[src/rtl/pixel_mixer.sv]
// pixel_mixer: final compositing stage in front of the LCD pins.
// Aligns the panel timing strobes with the ROM pixel path, expands RGB565
// to RGB888 and overlays the text glyph in one of four modes. A frame
// counter driven by falling edges of VD_in provides the text blink phase.
module pixel_mixer #(
    parameter int          ROM_LAT      = 1,
    parameter logic [23:0] TEXT_RGB     = 24'hFFFFFF,
    parameter int          BLINK_FRAMES = 30
) (
    input  logic        CLK,
    input  logic        RST,
    input  logic        HD_in,
    input  logic        VD_in,
    input  logic        DEN_in,
    input  logic [15:0] Data,
    input  logic        Text_bit,
    input  logic [1:0]  Mode,
    output logic        HD,
    output logic        VD,
    output logic        DEN,
    output logic [7:0]  R,
    output logic [7:0]  G,
    output logic [7:0]  B,
    output logic        Blink_phase
);

    // Idle timing word {hd, vd, den}: syncs inactive (high), no data.
    localparam logic [2:0] TIMING_IDLE = 3'b110;
    localparam logic [7:0] BLINK_LAST  = 8'(BLINK_FRAMES - 1);

    localparam logic [7:0] TEXT_R = TEXT_RGB[23:16];
    localparam logic [7:0] TEXT_G = TEXT_RGB[15:8];
    localparam logic [7:0] TEXT_B = TEXT_RGB[7:0];

    // Timing delay line, one entry per cycle of ROM read latency.
    logic [2:0] tdly [ROM_LAT];
    logic [2:0] tdly_tail;

    // Blink frame counter and VD_in history for falling-edge detection.
    logic [7:0] blink_cnt;
    logic       vd_prev;
    logic       vd_fall;

    // Stage-1 combinational signals.
    logic [7:0] img_r, img_g, img_b;
    logic [8:0] sum_r, sum_g, sum_b;
    logic       text_vis;
    logic [7:0] mix_r, mix_g, mix_b;

    assign tdly_tail = tdly[ROM_LAT-1];
    assign vd_fall   = vd_prev & ~VD_in;

    // Shift the timing strobes so they line up with Data/Text_bit.
    always_ff @(posedge CLK) begin
        if (RST) begin
            for (int i = 0; i < ROM_LAT; i++) begin
                tdly[i] <= TIMING_IDLE;
            end
        end else begin
            tdly[0] <= {HD_in, VD_in, DEN_in};
            for (int i = 1; i < ROM_LAT; i++) begin
                tdly[i] <= tdly[i-1];
            end
        end
    end

    // Stage 1: colour expansion, overlay selection and blanking.
    always_comb begin
        img_r    = {Data[15:11], Data[15:13]};
        img_g    = {Data[10:5],  Data[10:9]};
        img_b    = {Data[4:0],   Data[4:2]};
        sum_r    = {1'b0, img_r} + {1'b0, TEXT_R};
        sum_g    = {1'b0, img_g} + {1'b0, TEXT_G};
        sum_b    = {1'b0, img_b} + {1'b0, TEXT_B};
        text_vis = 1'b0;
        mix_r    = img_r;
        mix_g    = img_g;
        mix_b    = img_b;

        case (Mode)
            2'd1, 2'd2: text_vis = Text_bit;
            2'd3:       text_vis = Text_bit & Blink_phase;
            default:    text_vis = 1'b0;
        endcase

        if (text_vis) begin
            if (Mode == 2'd2) begin
                // Average of image and text colour; the 9-bit sum keeps the carry.
                mix_r = sum_r[8:1];
                mix_g = sum_g[8:1];
                mix_b = sum_b[8:1];
            end else begin
                mix_r = TEXT_R;
                mix_g = TEXT_G;
                mix_b = TEXT_B;
            end
        end

        if (!tdly_tail[0]) begin
            mix_r = 8'h00;
            mix_g = 8'h00;
            mix_b = 8'h00;
        end
    end

    // Output register: pixel and strobes leave on the same edge.
    always_ff @(posedge CLK) begin
        if (RST) begin
            HD  <= 1'b1;
            VD  <= 1'b1;
            DEN <= 1'b0;
            R   <= 8'h00;
            G   <= 8'h00;
            B   <= 8'h00;
        end else begin
            HD  <= tdly_tail[2];
            VD  <= tdly_tail[1];
            DEN <= tdly_tail[0];
            R   <= mix_r;
            G   <= mix_g;
            B   <= mix_b;
        end
    end

    // Blink counter: counts undelayed VD_in falling edges in every mode.
    // The history flop follows VD_in even during reset, so a VD edge that
    // coincides with reset is consumed and not counted afterwards.
    always_ff @(posedge CLK) begin
        vd_prev <= VD_in;
        if (RST) begin
            blink_cnt   <= 8'h00;
            Blink_phase <= 1'b1;
        end else if (vd_fall) begin
            if (blink_cnt == BLINK_LAST) begin
                blink_cnt   <= 8'h00;
                Blink_phase <= ~Blink_phase;
            end else begin
                blink_cnt <= blink_cnt + 8'h01;
            end
        end
    end

endmodule
[config.mk]
export PLATFORM = sky130hd
export DESIGN_NAME = pixel_mixer
export DESIGN_NICKNAME = d
export VERILOG_FILES = /design/src/rtl/pixel_mixer.sv
export SDC_FILE = /design/constraint.sdc
export NUM_CORES = 1
export LEC_CHECK = 0
export ABC_AREA = 1
export CAP_MARGIN = 20
export CELL_PAD_IN_SITES_DETAIL_PLACEMENT = 0
export CELL_PAD_IN_SITES_GLOBAL_PLACEMENT = 1
export CORE_MARGIN = 2
export CORE_UTILIZATION = 31
export DETAILED_ROUTE_END_ITERATION = 8
export PLACE_DENSITY_LB_ADDON = 0.08
export SYNTH_ARGS = -nofsm -noshare
export SYNTH_HDL_FRONTEND = slang
export SYNTH_SLANG_ARGS = --single-unit
[constraint.sdc]
create_clock -name CLK -period 1.7 [get_ports CLK]
set_clock_uncertainty 0.15 [all_clocks]
set_input_delay 0.51 -clock CLK [delete_from_list [all_inputs] [get_ports CLK]]
set_output_delay 0.51 -clock CLK [all_outputs]
set_load 0.03 [all_outputs]
Yosys cells after proc, flatten, opt, wreduce, memory -nomap -nowiden. Memories as Yosys holds them, arrays and structs flattened. Cells that the tools add are included. Widths: inputs -> output; s select.

Add/subtract/negate cells: 4. Multiply operators: 0. Divide/modulo/power cells: 0. Magnitude comparators: 0. Equality and inequality tests: 4. Shifts and indexed selects: 0. Muxes and demuxes: 13. Bitwise gates (word level): 5. Reductions and logical operators: 4.

Operators with widths (number): $mux 8 (7); $add 8x8->9 const B (3); $add 8x1->8 const B (1); $eq 8x5->1 const B (1); $eq 2x2->1 const B (2); $mux 1 (4); $reduce_or 2->1 (2); $mux 3 (1); $not 1->1 (3); $reduce_or 3->1 (1); $and 1x1->1 (2); $eq 2x1->1 const B (1); $pmux 1 s2 (1); $reduce_and 2->1 (1).

Register bits: 37. Bits in latches: 0. RAM bits: 3. Bits in read-only memories: 0. Input bits: 24. Memories kept: 1.

Memory list: tdly (words 1, bits a word 3, read ports 1, clocked after memory_dff 0, wr ports 1, RTL line 36) `logic [2:0] tdly [ROM_LAT];`.

Logic depth before layout (Yosys ltp). Gate-level depths: netlist of the first run.

Word-level depth: 4. Depth in mapped cells: 9.

Worst setup path before layout of the first run. OpenSTA, ideal clock, no wires.

Kind: input port to flip-flop. Start point: in Mode[0]. End point: reg G[2]. Setup time: 117 ps. Arrival time: 1442 ps. Setup slack: -10 ps. Stages: 8. Path through: inv_1 > ha_1 > a21o_2 > nand2_4 > inv_4 > buf_8 > o21ai_1 > nor2_1.

Longest elaborated chain between the ends: 4.

Ends and longest elaborated chain: start: declaration (RTL line 17) `input logic [1:0] Mode,`; $eq 2x2->1 or $eq 2x1->1 (tied branches) (RTL line 80, 87); $reduce_or 2->1 (RTL line 80) `case (Mode)`; $pmux 1 s2 (RTL line 80); $mux 8 * (RTL line 86) `if (text_vis) begin`; end signal: assignment (RTL line 120) `G <= mix_g;`; end: declaration (RTL line 22) `output logic [7:0] G,`.

Every way passes the cells marked *; elsewhere a longest branch is shown, timed or not. A chain may end at the register's enable or synchronous reset.

Final worst setup path of the first run.
Start point: reg R[1]. End point: out R[1].

RTL lines: start: declaration (RTL line 21) `output logic [7:0] R,`; start signal: assignment (RTL line 119) `R <= mix_r;`.

No word-level cell between the ends.

==> results of run 1 <==
==> how the worst min path moves through the flow <==
| stage | startpoint | to | slack [ns] |
|---|---|---|---|
| floorplan | tdly[0][2]$_SDFF_PP1_ | HD$_SDFF_PP1_ | 0.24 |
| global placement | tdly[0][1]$_SDFF_PP1_ | VD$_SDFF_PP1_ | 0.24 |
| detailed placement | tdly[0][1]$_SDFF_PP1_ | VD$_SDFF_PP1_ | 0.25 |
| CTS | tdly[0][1]$_SDFF_PP1_ | VD$_SDFF_PP1_ | 0.27 |
| global route | tdly[0][1]$_SDFF_PP1_ | VD$_SDFF_PP1_ | 0.28 |
| finish | tdly[0][1]$_SDFF_PP1_ | VD$_SDFF_PP1_ | 0.26 |
==> area by class of cell <==
class | count | area (um2)
Fill cell | 656 | 3110
Multi-Input combinational cell | 182 | 1090
Timing Repair Buffer | 101 | 886
Sequential cell | 40 | 801
Inverter | 32 | 130
Clock buffer | 7 | 96.3
Tap cell | 77 | 96.3
Clock inverter | 1 | 30.0
==> synth_stat cells <==
cell                       count  area (um2)
sky130_fd_sc_hd__xnor2_1       2        17.5
sky130_fd_sc_hd__inv_2         2        7.51
sky130_fd_sc_hd__xor2_1        6        52.6
sky130_fd_sc_hd__inv_4         1        6.26
sky130_fd_sc_hd__and3_1        1        6.26
sky130_fd_sc_hd__nor3_4        1        16.3
sky130_fd_sc_hd__ha_1         11         138
sky130_fd_sc_hd__nor2_4        3        33.8
sky130_fd_sc_hd__nor2_1       37         139
sky130_fd_sc_hd__nand3b_1      1        7.51
sky130_fd_sc_hd__buf_6         2        22.5
sky130_fd_sc_hd__o21ai_2       5        43.8
sky130_fd_sc_hd__inv_1        29         109
sky130_fd_sc_hd__a21oi_1      21         105
sky130_fd_sc_hd__nand2_1      52         195
sky130_fd_sc_hd__o21ai_0       9        45.0
sky130_fd_sc_hd__o21ai_1       4        20.0
sky130_fd_sc_hd__nor2_2        3        18.8
sky130_fd_sc_hd__a21o_2        1        8.76
sky130_fd_sc_hd__buf_8         1        15.0
sky130_fd_sc_hd__nand3_2       1        10.0
sky130_fd_sc_hd__nor3_2        1        10.0
sky130_fd_sc_hd__dfxtp_1      40         801
sky130_fd_sc_hd__nor3b_1       1        7.51
sky130_fd_sc_hd__nand4_1       3        18.8
sky130_fd_sc_hd__or2_2         3        18.8
sky130_fd_sc_hd__nand3_1       9        45.0
sky130_fd_sc_hd__nor3_1        4        20.0
sky130_fd_sc_hd__nand2_4       3        33.8
==> power breakdown <==
part	internal [mW]	switching, mW	total [mW]	leakage (nW)
Clock	0.518	0.337	0.855	0.0645
Sequential	0.967	0.0121	0.979	0.327
Combinational	0.193	0.222	0.415	1.17
==> worst reg2reg max path: cells and delay by family (launching register included) <==
family,cells,cell delay [ns]
AOI/OAI and AO/OA,1,0.06
adders and majority gates,1,0.18
DFF,1,0.39
and+or+nand+nor,4,0.55
==> kinds of logic (layout without fill, tap and decap cells) <==
family,Yosys count,after routing,share of synthesized area
AOI/OAI and AO/OA,40,40,0.113
buffers and inverters,35,141,0.0812
adders and majority gates,11,11,0.0698
xor gates and xnor gates,8,8,0.0355
DFF,40,40,0.406
and+or+nand+nor,123,123,0.294
==> per-stage QoR <==
| stage | instances | TNS (ns) |
|---|---|---|
| global route | 440 | -0.0479 |
| floorplan | 257 | 0 |
| finish | 440 | 0 |
| detailed placement | 429 | -15.47 |
| CTS | 437 | -0.00560 |
| global placement | 429 | -15.02 |
==> per-layer routing <==
metal	up-vias	share of wire
li1	1024	-
met1	876	0.45
met2	38	0.48
met3	7	0.045
met4	0	0.020
met5	-	0
==> repair_timing <==
action / CTS / global route
gates resized for setup: 43 / 39
pin swaps: 0 / 7
buffers inserted: 0 / 3
endpoints found under the setup margin: 49 / 33
==> state kept, by name (all words and copies together), names as in the netlist <==
register	flops
R	8
Blink_phase	1
HD	1
DEN	1
tdly	3
vd_prev	1
blink_cnt	8
B	8
VD	1
G	8
==> qor.log, run 1 <==
INFO  cells_and_area final_design_utilization=0.501
INFO  cells_and_area num_antenna_cells=0
INFO  global_route   gr-usage-all-layers=0.148
INFO  global_route   overall_overflow_remaining_after_global_route=0
INFO  clock_tree     buffer_levels_on_the_longest_clock_path=2
INFO  placed_design  placement.setup.worst_slack=-0.650ns
INFO  sta            hold_ws=0.262ns
INFO  drt            detail_route.wirelength=4880um
INFO  die            chip_width=83.8um
INFO  critical_path  cp-endpoint=R[1]
INFO  pwr            worst_ir_drop_vdd=317uV
INFO  cells_and_area mostFrequentLayoutCell=sky130_fd_sc_hd__buf_4
INFO  die            fp.coreArea=6240um2
INFO  pwr            leakagePower=1.56nW
INFO  global_route   antenna_found_initial=0
INFO  global_route   grt_util_met3=0.0376
INFO  drt            route.detailed.drc=0
INFO  global_route   wire_length_of_the_first_global_routing_pass=8340um
INFO  drt            via_per_inst=4.42
INFO  synthesis      synth_cells=257
INFO  drt            first_pass_iters=4
INFO  hold_path      min_path_cells=1
INFO  critical_path  worst_path_dominant_cell_family=buffers and inverters
INFO  pwr            totalPowerFinal=2.25mW
INFO  synthesis      synth_register_bits=40
INFO  sta            maxSlewViolCount=0
INFO  sta            timing.final.crit_share=0.985
INFO  outcome        run_status=finished, final reports clean
INFO  critical_path  worst_setup_path_end_kind=primary output
INFO  critical_path  critical_path_buf_inv_count=1
INFO  drt            per_cell_routed_wire_length=11.1um
INFO  placed_design  globalplace.congestion=0.828
INFO  cells_and_area layout.cells.most_common_list=sky130_fd_sc_hd__buf_4, sky130_fd_sc_hd__nand2_1, sky130_fd_sc_hd__dfxtp_1
INFO  hold_path      min-delay-path-class=flip-flop to flip-flop
INFO  cells_and_area post-route-cell-area=3130um2
INFO  synthesis      postSynthAreaPerCell=7.67um2
INFO  synthesis      synthesis.nets=292
INFO  global_route   vias_in_the_first_global_route=1,914
INFO  critical_path  crit-reg2reg-capture=blink_cnt[0]$_SDFFE_PP0P_
INFO  drt            antenna_left=0
INFO  clock_tree     clkLatencyLatePin=0.29ns
INFO  global_route   globalRouteMet1Util=0.175
INFO  drt            vias=1,945
INFO  clock_tree     cts.sinks=40
INFO  critical_path  worst_ep_arrival_time=1.01ns
INFO  critical_path  critical_path_depth=1
INFO  die            chipHeight=83.8um
INFO  critical_path  worst_r2r_path_depth=6
INFO  placed_design  post_dp_cell_area=2900um2
INFO  critical_path  worst_setup_sp_type=flip-flop
INFO  clock_tree     tritoncts=yes
INFO  critical_path  timing.critical_path.cells=clkdlybuf4s15_1
INFO  sta            period_needed=1.67ns
INFO  run            maxcap_violations=0
INFO  critical_path  slowest_delay=0.37ns
INFO  sta            setup_violation_total_in_the_final_timing_report=0
INFO  critical_path  source_of_the_critical_timing_path=R[1]$_SDFF_PP0_
INFO  global_route   gr-max-usage-layer=met2
INFO  placed_design  portBuffers=51
INFO  sta            fin_ws=0.0262ns
INFO  placed_design  dp.final_hpwl=3800um
INFO  clock_tree     cts-buffers-inserted=5
INFO  clock_tree     holdBufCountCts=0
INFO  die            design.die.area=7010um2
INFO  clock_tree     clk_root_buffer_cell=sky130_fd_sc_hd__clkbuf_8
INFO  synthesis      seq_total_area_yosys=0.406
INFO  sta            timing_hold_violations_final=0
INFO  synthesis      syn_area=1970um2
INFO  global_route   grt_max_degree=20
INFO  cells_and_area post_route_cells_drive_above_1_share=0.309
INFO  pwr            power_per_cell_area=719nW/um2
INFO  drt            drt-initial-drc-count=37
INFO  sta            relSlewSlack=0.797
INFO  clock_tree     htree_num_levels=2
INFO  die            starting_utilization_of_the_core_area=0.316
INFO  critical_path  worst-path-max-fanout=1
INFO  sta            maxClockFrequency=597MHz
INFO  critical_path  worst-r2r-setup-slack=0.25ns
INFO  critical_path  r2r_start=blink_cnt[0]$_SDFFE_PP0P_
INFO  synthesis      synth_cell_type_count=29
INFO  die            top_level_ports=52
INFO  global_route   global_route.usage.met2=0.257
INFO  cells_and_area final_nets=397
INFO  die            floorplan.rows=29
INFO  critical_path  cell_with_the_largest_stage_delay_on_the_worst_path=sky130_fd_sc_hd__clkdlybuf4s15_1
INFO  cells_and_area area_delta_synth_final=58.6%
INFO  critical_path  setup.worst_path.class=flip-flop to primary output
INFO  sta            rsz0062_at_grt=yes
INFO  clock_tree     clk_pin_slew=0.08ns
INFO  synthesis      yosysWarnings=0
INFO  sta            timing_worst_slew_pin_value=0.305ns
INFO  critical_path  timing.critical_path.required=1.04ns
Note: power is estimated with default switching activity, not from simulation.
==> run 2, diff against run 1 <==
CORE_UTILIZATION = 40   (was 31)
DONT_BUFFER_PORTS = 1   (was default)
==> run 2 against run 1 <==
Net effect:
- total power decreased by 16%
- clock power decreased by 22%
- final cell count down 22%
- non-clock buffer count decreased by 87
- flip-flop and latch count stayed put
- maximum frequency up 14%
- hold slack got worse by 0.17 ns
- sequential share of layout area is 10 points higher
- register-to-register slack improved by 0.02 ns
- global-route usage up 1.3 points
- sequential power is 5% higher
- die area down 21%
- critical path type unchanged
- largest power group unchanged
==> qor.log, run 2 (synthesis gave the netlist of run 1 again) <==
INFO  sta            fin_ws=0.230ns
INFO  die            top_level_ports=52
INFO  critical_path  worst_r2r_path_depth=6
INFO  global_route   wire_length_of_the_first_global_routing_pass=6750um
INFO  clock_tree     cts.sinks=40
INFO  sta            maxClockFrequency=680MHz
INFO  global_route   overall_overflow_remaining_after_global_route=0
INFO  drt            detail_route.wirelength=4160um
INFO  sta            timing_worst_slew_pin_value=0.322ns
INFO  clock_tree     clk_pin_slew=0.08ns
INFO  global_route   antenna_found_initial=0
INFO  drt            route.detailed.drc=0
INFO  sta            timing_hold_violations_final=0
INFO  critical_path  worst_path_dominant_cell_family=flip-flops
INFO  cells_and_area area_delta_synth_final=12.9%
INFO  cells_and_area layout.cells.most_common_list=sky130_fd_sc_hd__nand2_1, sky130_fd_sc_hd__dfxtp_1, sky130_fd_sc_hd__nor2_1
INFO  die            chip_width=74.2um
INFO  critical_path  setup.worst_path.class=flip-flop to primary output
INFO  clock_tree     tritoncts=yes
INFO  cells_and_area final_nets=310
INFO  critical_path  source_of_the_critical_timing_path=Blink_phase$_SDFFE_PP1P_
INFO  critical_path  worst_ep_arrival_time=0.81ns
INFO  sta            setup-tns-final=0ns
INFO  global_route   gr-usage-all-layers=0.162
INFO  die            floorplan.rows=25
INFO  critical_path  cell_with_the_largest_stage_delay_on_the_worst_path=sky130_fd_sc_hd__dfxtp_1
INFO  hold_path      worst_hold_startpoint=VD_in
INFO  run            maxcap_violations=0
INFO  cells_and_area post_route_cells_drive_above_1_share=0.174
INFO  clock_tree     clk_root_buffer_cell=sky130_fd_sc_hd__clkbuf_8
INFO  clock_tree     clkLatencyLatePin=0.29ns
INFO  critical_path  worst-path-max-fanout=3
INFO  sta            setup_violation_total_in_the_final_timing_report=0
INFO  clock_tree     holdBufCountCts=0
INFO  sta            rsz0062_at_grt=no
INFO  sta            timing.final.crit_share=0.865
INFO  cells_and_area mostFrequentLayoutCell=sky130_fd_sc_hd__nand2_1
INFO  sta            maxSlewViolCount=0
INFO  critical_path  r2r_start=blink_cnt[0]$_SDFFE_PP0P_
INFO  hold_path      min-delay-path-class=primary input to flip-flop
INFO  drt            per_cell_routed_wire_length=12.1um
INFO  drt            via_per_inst=4.65
INFO  critical_path  critical_path_depth=1
INFO  cells_and_area final-instance-count-excl-fill=343
INFO  placed_design  dp_cells=335
INFO  drt            antenna_left=0
INFO  placed_design  globalplace.congestion=0.759
INFO  placed_design  placement.setup.worst_slack=-0.0697ns
INFO  clock_tree     post-cts-setup-buffer-count=0
INFO  critical_path  worst_setup_sp_type=flip-flop
INFO  die            starting_utilization_of_the_core_area=0.417
INFO  pwr            leakagePower=1.05nW
INFO  hold_path      min_path_cells=0
INFO  die            design.die.area=5510um2
INFO  die            fp.coreArea=4720um2
INFO  cells_and_area num_antenna_cells=0
INFO  clock_tree     htree_num_levels=2
INFO  drt            drt-initial-drc-count=47
INFO  critical_path  timing.critical_path.required=1.04ns
INFO  placed_design  dp.final_hpwl=3190um
INFO  die            chipHeight=74.2um
INFO  clock_tree     cts_resized=0
INFO  placed_design  portBuffers=0
INFO  critical_path  slowest_delay=0.34ns
INFO  sta            relSlewSlack=0.785
INFO  outcome        run_status=finished, final reports clean
INFO  critical_path  critical_path_buf_inv_count=1
INFO  pwr            totalPowerFinal=1.89mW
INFO  clock_tree     buffer_levels_on_the_longest_clock_path=2
INFO  critical_path  timing.critical_path.cells=buf_4
INFO  global_route   vias_in_the_first_global_route=1,475
INFO  drt            first_pass_iters=4
INFO  critical_path  worst_setup_path_end_kind=primary output
INFO  global_route   grt_max_degree=20
INFO  sta            period_needed=1.47ns
INFO  pwr            power_per_cell_area=847nW/um2
INFO  pwr            worst_ir_drop_vdd=439uV
INFO  clock_tree     cts-buffers-inserted=5
INFO  drt            vias=1,594
[run 2: path summary, 6_finish.rpt]
path	end	slack, ns
hold / removal	vd_prev$_DFF_P_	0.09
setup reg to reg	blink_cnt[2]$_SDFFE_PP0P_	0.27
hold reg to reg	HD$_SDFF_PP1_	0.26
setup / recovery	Blink_phase	0.23
[run 2: cell type report]
class	instances	area, um2
inverter	32	128
clock inverter	2	15.0
tap	67	83.8
fill	465	2500
timing repair buffer	14	105
multi-input combinational	182	1010
clock buffer	6	82.6
sequential	40	801
[run 2: routing by layer]
metal / GRT usage / vias up / part of all wire
met2: 0.256 / 39 / 0.48
met4: 0.0536 / 0 / 0.0060
met5: 0 / - / 0
met1: 0.207 / 705 / 0.46
li1: - / 848 / -
met3: 0.0569 / 2 / 0.056
[run 2: per-stage QoR]
step | cell area (um2) | hold slack, ns | util
after CTS | 2230 | 0.0786 | 0.471
after global placement | 2130 | 0.244 | 0.451
after floorplan | 1980 | 0.239 | -
after detailed placement | 2130 | 0.245 | 0.451
final | 2230 | 0.0907 | 0.471
after global routing | 2230 | 0.0679 | 0.471
[run 2: where the power goes]
| group | total [mW] | switching [mW] | internal (mW) |
|---|---|---|---|
| Sequential | 1.03 | 0.0595 | 0.968 |
| Clock | 0.665 | 0.337 | 0.328 |
| Combinational | 0.193 | 0.115 | 0.0781 |
==> run 3, diff against run 2 <==
ABC_AREA = default   (was 1)
CORE_UTILIZATION = 46   (was 40)
clock period = 1.47 ns   (was 1.7 ns; I/O delays follow)
==> run 3 against run 2 <==
Net effect:
- the run now ends with setup timing left
- synthesized cell count fell by 16%
- count of clock-buffer cells in the layout did not move
- final area rose by 7.5%
- setup slack got worse by 0.30 ns
- sequential power rose by 16%
- hold slack got worse by 0.067 ns
- first-iteration DRC count rose by 70%
- die area fell by 15%
- combinational power rose by 47%
- critical path depth rose by 5
- global-route usage rose by 3.0 points
- wire length fell by 1.1%
- critical path type is now flip-flop to flip-flop
==> qor.log, run 3 <==
INFO  sta            maxSlewViolCount=0
INFO  critical_path  timing.critical_path.required=1.54ns
INFO  sta            fin_ws=-0.0679ns
INFO  critical_path  setup.worst_path.class=flip-flop to flip-flop
INFO  cells_and_area num-fill-cells=338
INFO  sta            rsz0062_at_grt=yes
INFO  drt            via_per_inst=5.52
INFO  global_route   globalRouteMet1Util=0.256
INFO  drt            antenna_left=0
INFO  drt            drt-initial-drc-count=80
INFO  die            chip_width=68.4um
INFO  critical_path  worst_path_dominant_cell_family=simple AND/OR/NAND/NOR gates
INFO  critical_path  worst_setup_path_end_kind=flip-flop
INFO  drt            first_pass_iters=4
INFO  synthesis      synth_register_bits=40
INFO  synthesis      synth.cells.most_frequent=sky130_fd_sc_hd__dfxtp_1, sky130_fd_sc_hd__a21oi_1, sky130_fd_sc_hd__o21ai_0
INFO  hold_path      min-delay-path-class=primary input to flip-flop
INFO  die            chipHeight=68.4um
INFO  global_route   gr-usage-all-layers=0.191
INFO  pwr            leakagePower=0.913nW
INFO  clock_tree     cts-buffers-inserted=5
INFO  clock_tree     cts.sinks=40
INFO  cells_and_area final_nets=272
INFO  critical_path  cell_with_the_largest_stage_delay_on_the_worst_path=sky130_fd_sc_hd__or4_1
INFO  placed_design  dp.final_hpwl=3140um
INFO  pwr            worst_ir_drop_vdd=614uV
INFO  critical_path  timing.critical_path.cells=inv_2, ha_4, nor4b_4, a21o_1, or4_1, o21ai_1
INFO  clock_tree     clk_root_buffer_cell=sky130_fd_sc_hd__clkbuf_8
INFO  clock_tree     htree_num_levels=2
INFO  synthesis      yosysWarnings=0
INFO  outcome        run_status=complete, but fails checks
INFO  die            floorplan.rows=23
INFO  critical_path  worst_setup_sp_type=flip-flop
INFO  sta            setup-tns-final=-0.259ns
INFO  synthesis      synthFlopType=sky130_fd_sc_hd__dfxtp_1
INFO  clock_tree     tritoncts=yes
INFO  sta            relSlewSlack=0.775
INFO  critical_path  slowest_delay=0.40ns
INFO  sta            period_needed=1.54ns
INFO  sta            timing_hold_violations_final=0
INFO  pwr            power_per_cell_area=923nW/um2
INFO  cells_and_area num_antenna_cells=0
INFO  placed_design  portBuffers=0
INFO  synthesis      post-synth-top-area-cell=sky130_fd_sc_hd__dfxtp_1
INFO  drt            per_cell_routed_wire_length=14.3um
INFO  synthesis      synth_top_area_share=0.420
INFO  cells_and_area mostFrequentLayoutCell=sky130_fd_sc_hd__dfxtp_1
INFO  cells_and_area layout.cells.most_common_list=sky130_fd_sc_hd__dfxtp_1, sky130_fd_sc_hd__buf_4, sky130_fd_sc_hd__a21oi_1
INFO  clock_tree     clkLatencyLatePin=0.29ns
INFO  global_route   antenna_found_initial=0
INFO  sta            timing_worst_slew_pin_value=0.336ns
INFO  outcome        failed_checks=setup timing
INFO  run            maxcap_violations=0
INFO  cells_and_area post_route_cells_drive_above_1_share=0.328
INFO  synthesis      synth_most_common_cell=sky130_fd_sc_hd__dfxtp_1
INFO  synthesis      netlist_top_cells_area=sky130_fd_sc_hd__dfxtp_1, sky130_fd_sc_hd__ha_1, sky130_fd_sc_hd__a21oi_1
INFO  global_route   global_route.usage.met2=0.285
INFO  critical_path  worst-path-max-fanout=6
INFO  global_route   grt_util_met3=0.0609
INFO  die            top_level_ports=52
INFO  global_route   vias_in_the_first_global_route=1,535
INFO  sta            maxClockFrequency=650MHz
INFO  sta            setup_violation_total_in_the_final_timing_report=6
INFO  placed_design  placement.setup.worst_slack=-0.220ns
INFO  synthesis      async_flop_share=0
INFO  cells_and_area multiInputGateArea=1170um2
INFO  global_route   gr-max-usage-layer=met2
INFO  clock_tree     post-cts-setup-buffer-count=0
INFO  drt            route.detailed.drc=0
INFO  placed_design  globalplace.congestion=0.801
INFO  sta            hold_ws=0.0238ns
INFO  synthesis      count_of_flip_flops_with_a_built_in_enable_after_synthesis=0
INFO  critical_path  worst_ep_arrival_time=1.61ns
INFO  critical_path  critical_path_buf_inv_count=1
INFO  die            fp.coreArea=4000um2
INFO  clock_tree     buffer_levels_on_the_longest_clock_path=2
INFO  synthesis      postSynthAreaPerCell=8.83um2
INFO  synthesis      seq_total_area_yosys=0.420
INFO  clock_tree     holdBufCountCts=0
INFO  cells_and_area seq_area=807um2
INFO  sta            timing.final.crit_share=1.05
INFO  clock_tree     clk_pin_slew=0.08ns
INFO  global_route   wire_length_of_the_first_global_routing_pass=6750um
INFO  global_route   overall_overflow_remaining_after_global_route=0
INFO  synthesis      synth_cell_type_count=40
INFO  cells_and_area area_delta_synth_final=25.4%
INFO  synthesis      synthesis.nets=251
INFO  die            design.die.area=4680um2
INFO  die            starting_utilization_of_the_core_area=0.477
INFO  drt            detail_route.wirelength=4120um
INFO  global_route   grt_max_degree=17
INFO  drt            vias=1,590
INFO  synthesis      synth_cells=216
INFO  synthesis      syn_area=1910um2
## run 3: changes by cell type after synthesis, moves of 5 or more
cell / previous run / this run
sky130_fd_sc_hd__nor2_1: 37 / 12
sky130_fd_sc_hd__o21ai_2: 5 / 0
sky130_fd_sc_hd__o21ai_0: 9 / 16
sky130_fd_sc_hd__xor2_1: 6 / 1
sky130_fd_sc_hd__clkbuf_1: 0 / 5
sky130_fd_sc_hd__nand2b_1: 0 / 7
sky130_fd_sc_hd__nor3_1: 4 / 9
sky130_fd_sc_hd__nand2_1: 52 / 8
sky130_fd_sc_hd__inv_1: 29 / 12
sky130_fd_sc_hd__xnor2_1: 2 / 12
sky130_fd_sc_hd__nor4_1: 0 / 6
## run 3: worst register-to-register path, delay by kind of cell, from the launching register on
family / cells / cell delay, ns
AND/OR/NAND/NOR: 2 / 0.54
flip-flops: 1 / 0.34
AO/OA/AOI/OAI: 2 / 0.27
adder cells (fa/ha/maj): 1 / 0.14
buffers and inverters: 1 / 0.04
## run 3: final timing paths
| kind | startpoint | endpoint | slack [ns] | cells past startpoint |
|---|---|---|---|---|
| setup / recovery | blink_cnt[1]$_SDFFE_PP0P_ | blink_cnt[6]$_SDFFE_PP0P_ | -0.07 | 6 |
| hold / removal | VD_in | vd_prev$_DFF_P_ | 0.02 | 0 |
| setup reg to reg | blink_cnt[1]$_SDFFE_PP0P_ | blink_cnt[6]$_SDFFE_PP0P_ | -0.07 | 6 |
| hold reg to reg | tdly[0][1]$_SDFF_PP1_ | VD$_SDFF_PP1_ | 0.26 | 1 |
## run 3: logic make-up after synthesis
family                     after synthesis  share of synthesized area
adders and majority gates               11                     0.0721
AOI/OAI and AO/OA                       55                      0.166
DFF                                     40                      0.420
buffers and inverters                   22                     0.0479
xor gates and xnor gates                13                     0.0597
and+or+nand+nor                         75                      0.235
## run 3: area by class of cell
| cell class | count | share of cell area |
|---|---|---|
| multi-input combinational | 154 | 0.488 |
| timing repair buffer | 24 | 0.0821 |
| sequential | 40 | 0.337 |
| tap | 50 | 0.0262 |
| clock buffer | 6 | 0.0345 |
| clock inverter | 2 | 0.00418 |
| inverter | 12 | 0.0272 |
## run 3: power by group
| part | switching [mW] | leakage [nW] | internal (mW) |
|---|---|---|---|
| Combinational | 0.137 | 0.535 | 0.146 |
| Clock | 0.362 | 0.0510 | 0.374 |
| Sequential | 0.0687 | 0.327 | 1.12 |
## run 3: metrics by stage
| step | utilization | power [mW] | instance area [um2] | cells |
|---|---|---|---|---|
| final | 0.598 | 2.21 | 2390 | 288 |
| after CTS | 0.594 | 2.23 | 2370 | 288 |
| after floorplan | - | 1.43 | 2080 | 216 |
| after global routing | 0.598 | 2.31 | 2390 | 288 |
| after global placement | 0.566 | 1.49 | 2260 | 280 |
| after detailed placement | 0.566 | 1.49 | 2260 | 280 |
## run 3: what timing repair did
| item | 4_1_cts | 5_1_grt |
|---|---|---|
| endpoints found under the setup margin | 8 | 9 |
| pin swaps | 4 | 3 |
| cloned | 0 | 0 |
| endpoints found under the hold margin | 0 | 0 |
| resized for setup | 7 | 5 |
## run 3: per-layer routing
metal	vias up	wire length (um)
li1	803	-
met1	732	1900
met2	51	1850
met3	4	324
met4	0	41
met5	-	0
